`src/rtl/stage2_cnn_ctrl.sv`:
```
// ---------------------------------------------------------------------------
// stage2_cnn_ctrl
//   Pass scheduler for the stage-2 conv core (fixed 3-output-channel engine).
//   A frame is processed as N_PASS passes. Each pass streams the whole
//   IMG_X*IMG_Y input fmap into the core with weight group o_wgt_sel. It then
//   collects the OX*OY core results and turns them into linear
//   output-buffer write addresses.
//
// Ports
//   clk, reset        clock, synchronous active-high reset
//   i_start           job start pulse (ignored unless idle)
//   i_fmap_avail      fmap buffer holds a complete frame (sampled in S_WAIT)
//   o_busy            high in every state except S_IDLE
//   o_done            one-cycle pulse at end of job
//   o_err             sticky error, cleared by i_start or reset
//   o_fmap_rd_en      fmap buffer read strobe
//   o_fmap_rd_addr    raster pixel address
//   o_core_in_valid   o_fmap_rd_en delayed by RD_LAT (core i_in_valid)
//   o_wgt_sel         weight/bias group select (= current pass)
//   i_core_ot_valid   core result strobe
//   o_wr_en           output buffer write strobe (combinational from result)
//   o_wr_addr         output buffer address, pass*OX*OY + result index
//
// The core must share this reset: its row/col counters only make sense for
// whole frames, so an aborted pass has to restart both sides together.
//
// state    | meaning
// ---------+--------------------------------------------------------------
// S_IDLE   | waiting for i_start
// S_WAIT   | pass armed, waiting for a complete fmap frame
// S_STREAM | one fmap read per cycle, pixel 0 .. IMG_X*IMG_Y-1
// S_DRAIN  | waiting for the read tail and the remaining results, timeout
// S_DONE   | o_done pulse, back to idle
// ---------------------------------------------------------------------------
module stage2_cnn_ctrl #(
  parameter int IMG_X    = 12,
  parameter int IMG_Y    = 12,
  parameter int K        = 5,
  parameter int N_PASS   = 4,
  parameter int RD_LAT   = 1,
  parameter int DRAIN_TO = 64
) (
  input  logic                                             clk,
  input  logic                                             reset,
  input  logic                                             i_start,
  input  logic                                             i_fmap_avail,
  output logic                                             o_busy,
  output logic                                             o_done,
  output logic                                             o_err,
  output logic                                             o_fmap_rd_en,
  output logic [$clog2(IMG_X*IMG_Y)-1:0]                   o_fmap_rd_addr,
  output logic                                             o_core_in_valid,
  output logic [((N_PASS > 1) ? $clog2(N_PASS) : 1)-1:0]   o_wgt_sel,
  input  logic                                             i_core_ot_valid,
  output logic                                             o_wr_en,
  output logic [$clog2(N_PASS*(IMG_X-K+1)*(IMG_Y-K+1))-1:0] o_wr_addr
);

  localparam int PIX_N = IMG_X * IMG_Y;
  localparam int OX    = IMG_X - K + 1;
  localparam int OY    = IMG_Y - K + 1;
  localparam int RES_N = OX * OY;
  localparam int AW    = $clog2(PIX_N);
  localparam int PW    = (N_PASS > 1) ? $clog2(N_PASS) : 1;
  localparam int WAW   = $clog2(N_PASS * RES_N);
  localparam int PIXW  = $clog2(PIX_N + 1);
  localparam int RESW  = $clog2(RES_N + 1);
  localparam int TOW   = $clog2(DRAIN_TO + 1);

  typedef enum logic [2:0] {
    S_IDLE,
    S_WAIT,
    S_STREAM,
    S_DRAIN,
    S_DONE
  } state_t;

  state_t            state;
  logic [PIXW-1:0]   pix;
  logic [RESW-1:0]   res;
  logic [PW-1:0]     pass;
  logic [TOW-1:0]    to_cnt;
  logic [RD_LAT-1:0] dly;
  logic              collect;
  logic              wr_hit;

  // Results are accepted while streaming or draining, up to OX*OY per pass.
  assign collect = (state == S_STREAM) || (state == S_DRAIN);
  assign wr_hit  = i_core_ot_valid && collect && (res < RESW'(RES_N));

  assign o_wr_en         = wr_hit;
  assign o_wr_addr       = wr_hit ? (WAW'(pass) * WAW'(RES_N) + WAW'(res)) : '0;
  assign o_core_in_valid = dly[RD_LAT-1];
  assign o_wgt_sel       = pass;
  assign o_fmap_rd_addr  = AW'(pix);

  always_ff @(posedge clk) begin
    if (reset) begin
      state        <= S_IDLE;
      pix          <= '0;
      res          <= '0;
      pass         <= '0;
      to_cnt       <= '0;
      dly          <= '0;
      o_busy       <= 1'b0;
      o_done       <= 1'b0;
      o_err        <= 1'b0;
      o_fmap_rd_en <= 1'b0;
    end else begin
      // Read-latency shadow of the read strobe; drain also waits on it.
      dly[0] <= o_fmap_rd_en;
      for (int i = 1; i < RD_LAT; i++) dly[i] <= dly[i-1];

      o_done <= 1'b0;
      if (wr_hit) res <= res + RESW'(1);

      case (state)
        S_IDLE: begin
          if (i_start) begin
            state  <= S_WAIT;
            pass   <= '0;
            o_err  <= 1'b0;
            o_busy <= 1'b1;
          end
        end
        S_WAIT: begin
          if (i_fmap_avail) begin
            state        <= S_STREAM;
            pix          <= '0;
            res          <= '0;
            o_fmap_rd_en <= 1'b1;
          end
        end
        S_STREAM: begin
          // A frame is never cut short: leave only after the last pixel.
          if (pix == PIXW'(PIX_N - 1)) begin
            state        <= S_DRAIN;
            o_fmap_rd_en <= 1'b0;
            to_cnt       <= '0;
          end else begin
            pix <= pix + PIXW'(1);
          end
        end
        S_DRAIN: begin
          if ((res == RESW'(RES_N)) && (dly == '0)) begin
            if (pass == PW'(N_PASS - 1)) begin
              state  <= S_DONE;
              o_done <= 1'b1;
            end else begin
              // Weight group only moves once the pass is fully retired.
              pass  <= pass + PW'(1);
              state <= S_WAIT;
            end
          end else if (!i_core_ot_valid && (to_cnt == TOW'(DRAIN_TO - 1))) begin
            o_err  <= 1'b1;
            state  <= S_DONE;
            o_done <= 1'b1;
          end else begin
            to_cnt <= i_core_ot_valid ? '0 : to_cnt + TOW'(1);
          end
        end
        S_DONE: begin
          state  <= S_IDLE;
          o_busy <= 1'b0;
        end
        default: begin
          state  <= S_IDLE;
          o_busy <= 1'b0;
        end
      endcase

      // Surplus or out-of-pass results are dropped and flagged; placed last
      // so the flag survives a simultaneous i_start.
      if (i_core_ot_valid && !wr_hit) o_err <= 1'b1;
    end
  end

endmodule
```
`config.mk`:
```
export PLATFORM = sky130hd
export DESIGN_NAME = stage2_cnn_ctrl
export DESIGN_NICKNAME = d
export VERILOG_FILES = /design/src/rtl/stage2_cnn_ctrl.sv
export SDC_FILE = /design/constraint.sdc
export NUM_CORES = 1
export LEC_CHECK = 0
export BUFFER_PORTS_ARGS = -buffer_cell sky130_fd_sc_hd__buf_2
export CORE_UTILIZATION = 55
export CTS_CLUSTER_DIAMETER = 150
export DETAILED_ROUTE_END_ITERATION = 16
export PLACE_DENSITY_LB_ADDON = 0.15
export SLEW_MARGIN = 20
export SYNTH_ARGS = -nofsm -noshare
export SYNTH_HDL_FRONTEND = slang
export SYNTH_SLANG_ARGS = --single-unit
```
`constraint.sdc`:
```
create_clock -name clk -period 1.9 [get_ports clk]
set_input_delay 0.38 -clock clk [delete_from_list [all_inputs] [get_ports clk]]
set_output_delay 0.38 -clock clk [all_outputs]
set_load 0.1 [all_outputs]
```
; Yosys cells after proc, flatten, opt, wreduce, memory -nomap -nowiden
; Cells that the tools add are included.
[op_classes]
n_eq_ne = 19
n_mux = 36
addsub = 5
n_lt_le_gt_ge = 1
bitwise = 3
reduce_logical = 22
[ops]
columns = cell, count
row1 = $mux W7, 7
row2 = $mux W8, 3
row3 = $mux W3, 6
row4 = $pmux W8 S2, 1
row5 = $reduce_and A4 Y1, 4
row6 = $add A7 B1 Y7 const B, 2
row7 = $pmux W7 S2, 1
row8 = $ne A2 B2 Y1 const B, 6
row9 = $pmux W3 S4, 1
row10 = $mux W1, 10
row11 = $add A8 B1 Y8 const B, 1
row12 = $add A8 B7 Y8, 1
row13 = $eq A8 B8 Y1 const B, 1
row14 = $eq A7 B6 Y1 const B, 1
row15 = $eq A7 B7 Y1 const B, 1
row16 = $lt A7 B7 Y1 const B, 1
row17 = $eq A3 B2 Y1 const B, 2
row18 = $mux W2, 3
row19 = $ne A3 B1 Y1 const B, 2
row20 = $pmux W1 S2, 3
row21 = $reduce_and A3 Y1, 2
row22 = $reduce_bool A2 Y1, 3
row23 = $logic_and A1 B1 Y1, 5
row24 = $ne A2 B1 Y1 const B, 2
row25 = other kinds (14), 17
[totals]
word_cells = 96
ff_bits = 32
output_inout_bits = 24
input_bits = 5

; Depth between registers and ports, before layout
[depth]
ltp_word = 8
ltp_mapped = 6

; Worst setup path after synthesis
; No wires, ideal clock.
[synth_path]
path_type = reg2out
start = register state[2]
end = output o_wr_addr[0]
arrival_ns = 2.782
slack_ns = -1.262
path_buffers = 2
required_ns = 1.520
stages_incl_launch_ff = 5
path_cell_list = dfxtp_1 -> buf_2 -> and4bb_1 -> clkbuf_1 -> ha_1
[synth_via]
elab_chain_cells = 5
elab_cells_between_ends = 6
cone_classes = 2 x eq/ne / 1 x mux / 3 x reduce/logical
[synth_rtl]
columns = item, line_no
row1 = "start, declared", 78  ; state_t state;
row2 = "start signal, assigned", 99  ; state <= S_IDLE;
row3 = "start signal, assigned", 120  ; state <= S_WAIT;
row4 = "start signal, assigned", 128  ; state <= S_STREAM;
row5 = $eq A3 B2 Y1, 88  ; assign collect = (state == S_STREAM) || (state == S_DRAIN);
row6 = $logic_or A1 B1 Y1 *, 88
row7 = $logic_and A1 B1 Y1 * (2 in series), 89  ; assign wr_hit = i_core_ot_valid && collect && (res < RESW'(RES_N));
row8 = named net o_wr_en, 55  ; output logic o_wr_en,
row9 = $mux W8 *, 92  ; assign o_wr_addr = wr_hit ? (WAW'(pass) * WAW'(RES_N) + WAW'(res)) : '0;
row10 = "end, declared", 56  ; output logic [$clog2(N_PASS*(IMG_X-K+1)*(IMG_Y-K+1))-1:0] o_wr_addr
; The timed path passes the listed nets; every way through them passes the cells marked *.

; Worst setup path after layout
[layout_path]
start = register state[2]
end = output o_wr_addr[5]
[layout_via]
elab_chain_cells = 5
elab_cells_between_ends = 6
cone_classes = 2 x eq/ne / 1 x mux / 3 x reduce/logical
[layout_rtl]
columns = item, line_no
row1 = $eq A3 B2 Y1, 88
row2 = $logic_or A1 B1 Y1 *, 88
row3 = $logic_and A1 B1 Y1 * (2 in series), 89
row4 = $mux W8 *, 92
; Every way passes the cells marked *; elsewhere a longest branch is shown, timed or not.

==> out/metrics.cfg <==
[status]
status = complete, no violations

[route]
wl_met1_um = 1850
routedWlPerCell_um = 15.0
vias = 1678
first_pass_iters = 4
wl_met3_um = 197
vias_per_cell = 5.93
drt_iter0_drc = 89
drc = 0
routed_wl_um = 4240
drtAntennaViolNets = 0
routed-wl-met2_um = 2140
topRoutingLayerUsed = met4

[floorplan]
rows = 20
io-pin-count = 29
die_w_um = 58.7
start_util_pct = 57.9
die_y_um = 58.7
design.core.area_sq_mm = 0.00305
die_area_sq_mm = 0.00344

[global_route]
grt_use_total_pct = 26.1
overflow = 0
antenna_found_initial = 0
grt_pass1_wl_um = 6840
grt_pass1_vias = 1515
grt_max_degree = 26

[sta]
grt_setup_unrepaired = yes
worstMarginPinSlew_ns = 0.518
tns_ns = 0
layout_setup_ws_ns = 0.0327
holdWs_ns = 0.399
period_share_pct = 98.3
slew_violations = 0
skew_ns = 0.0142
min_period_ns = 1.87
max_freq_mhz = 536
slew-limit-headroom_pct = 65.0
finalHoldViolCount = 0
setup_viol = 0

[final_layout]
synthToLayoutAreaGrowth_pct = 30.3
n_antenna_cell = 0
nets = 250
utilization_pct = 75.4
layout-drive-gt1-share_pct = 35.6

[clock_network]
cts_buffer_depth = 2
clk-insertion-delay-late_ns = 0.33
cts_tree = done
cts_max_level = 2
numCtsBuffers = 5
cts.clk_slew.worst_paths_ns = 0.09
cts.sinks = 32
root_buffer = clkbuf_4

[yosys]
synth_ff_type = dfxtp_1
synth-seq-cells = 32
synth_common_cells = 32 x dfxtp_1, 14 x nand2_1, 13 x nor2_1, 12 x nand3_1, 10 x a21oi_1
async_flop_share_pct = 0
synth-edff-count = 0
syn_nets = 210
syn_area_sq_mm = 0.00177
yosysTopAreaCell = dfxtp_1
synthDistinctLibCells = 49
synthCells = 198
ys_warn_count = 0
synth.most_common_cell = dfxtp_1
yosysSeqAreaShare_pct = 36.3
synth_top_cell_area_share_pct = 36.3
yosys-top-cells-area = dfxtp_1 36%, ha_1 5.0%, mux2i_1 4.0%
postSynthAreaPerCell_sq_um = 8.92

[power_and_ir_drop]
p_leak_nw = 0.923
ir_worst_vdd_v = 0.000385
power.total_mw = 1.31
p_per_area_mw_per_mm2 = 569

[critical_path]
critPathMaxFanout = 5
cp-end-kind = primary output
reg2regPathDepth = 6
cp.arrival_ns = 1.49
cp.required_ns = 1.52
worst-setup-path-type = flop to primary output
startpoint_type = flop

[worst_hold_path]
whs_path_depth = 3
min_path_type = input pin to flop

[place]
dp_slack_ns = 0.0742
portBuffers = 28
dp_hpwl_um = 2890
globalplace.congestion = 0.895

[run]
drv_cap = 0

layout by cell type (no fill, tap or decap), types with 2 or more instances in the layout:
cell,Yosys,routed
inv_1,7,7
o211ai_1,5,5
or3_1,6,6
buf_2,1,19
clkbuf_4,0,5
a21oi_1,10,10
or3b_2,2,2
and3_1,3,3
dfxtp_1,32,17
nand2_1,14,14
o32ai_1,2,2
a211oi_1,4,4
a31oi_1,5,5
clkbuf_1,6,2
and2_1,9,2
buf_12,0,9
nand4_1,6,6
buf_6,0,2
nor2b_1,2,2
nor2_1,13,13
xor2_1,5,5
dfxtp_2,0,13
nor4_4,2,2
nand3_1,12,12
nand4b_1,2,2
buf_4,2,12
o21ai_0,4,4
nor3_1,4,4
mux2i_1,7,7
nand3b_1,2,2
nor4bb_1,2,2
ha_1,7,6
dfxtp_4,0,2
a21o_1,2,2
and2_4,0,6
layer usage:
metal	vias up	global-route usage, %
met4	0	10.9
li1	825	-
met3	9	5.71
met2	41	42.5
met5	-	0
met1	803	33.4
cell type report:
type | instances | area (sq um)
multi-input cells | 150 | 1110
well taps | 44 | 55.1
inverters | 7 | 26.3
repair buffers | 42 | 388
flip-flops and latches | 32 | 664
clock buffers | 8 | 58.8
fillers | 231 | 751
power breakdown:
group | switching [mW] | internal (mW)
clock | 0.221 | 0.183
sequential | 0.0136 | 0.682
combinational | 0.149 | 0.0627
per-stage QoR:
step | cells | area [sq um]
after global routing | 283 | 2300
after CTS | 280 | 2250
after global placement | 270 | 2160
after detailed placement | 270 | 2160
after floorplan | 198 | 1820
final | 283 | 2300
registers in the layout, indices dropped and copies added (netlist names):
name,count
o_core_in_valid,1
o_fmap_rd_en,1
res,7
to_cnt,7
o_done,1
o_wgt_sel,2
o_busy,1
o_err,1
o_fmap_rd_addr,8
state,3
final timing paths:
check | startpoint | to | slack (ns)
worst max-delay path | state[2]$_SDFFE_PP0P_ | o_wr_addr[5] | 0.03
worst min-delay path | i_core_ot_valid | o_err$_SDFFE_PP0P_ | 0.40
worst max register to register | res[1]$_SDFF_PP0_ | state[0]$_SDFFE_PP0P_ | 0.07
worst min register to register | o_fmap_rd_en$_SDFFE_PP0P_ | o_core_in_valid$_SDFF_PP0_ | 0.47
logic make-up (layout without fill, tap and decap cells):
group | after synthesis | in the layout | synth area share [%]
flops | 32 | 32 | 36.3
simple gates | 89 | 89 | 31.1
mux | 7 | 7 | 3.97
buf+inv | 16 | 57 | 3.89
compound gates | 41 | 41 | 16.9
xor+xnor | 6 | 6 | 2.97
fa+ha+maj | 7 | 7 | 4.96
repair_timing:
action	4_1_cts	5_1_grt
setup endpoints to repair	9	11
pin swaps	1	2
resized for setup	5	8
hold buffers	0	0
setup buffers	2	3
worst max-delay path, cell delays in order (launching register included):
cell	delay, ns
dfxtp_4	0.36
and4bb_2	0.34
buf_6	0.14
and2_4	0.15
buf_12	0.16
(Power assumes the default switching activity.)
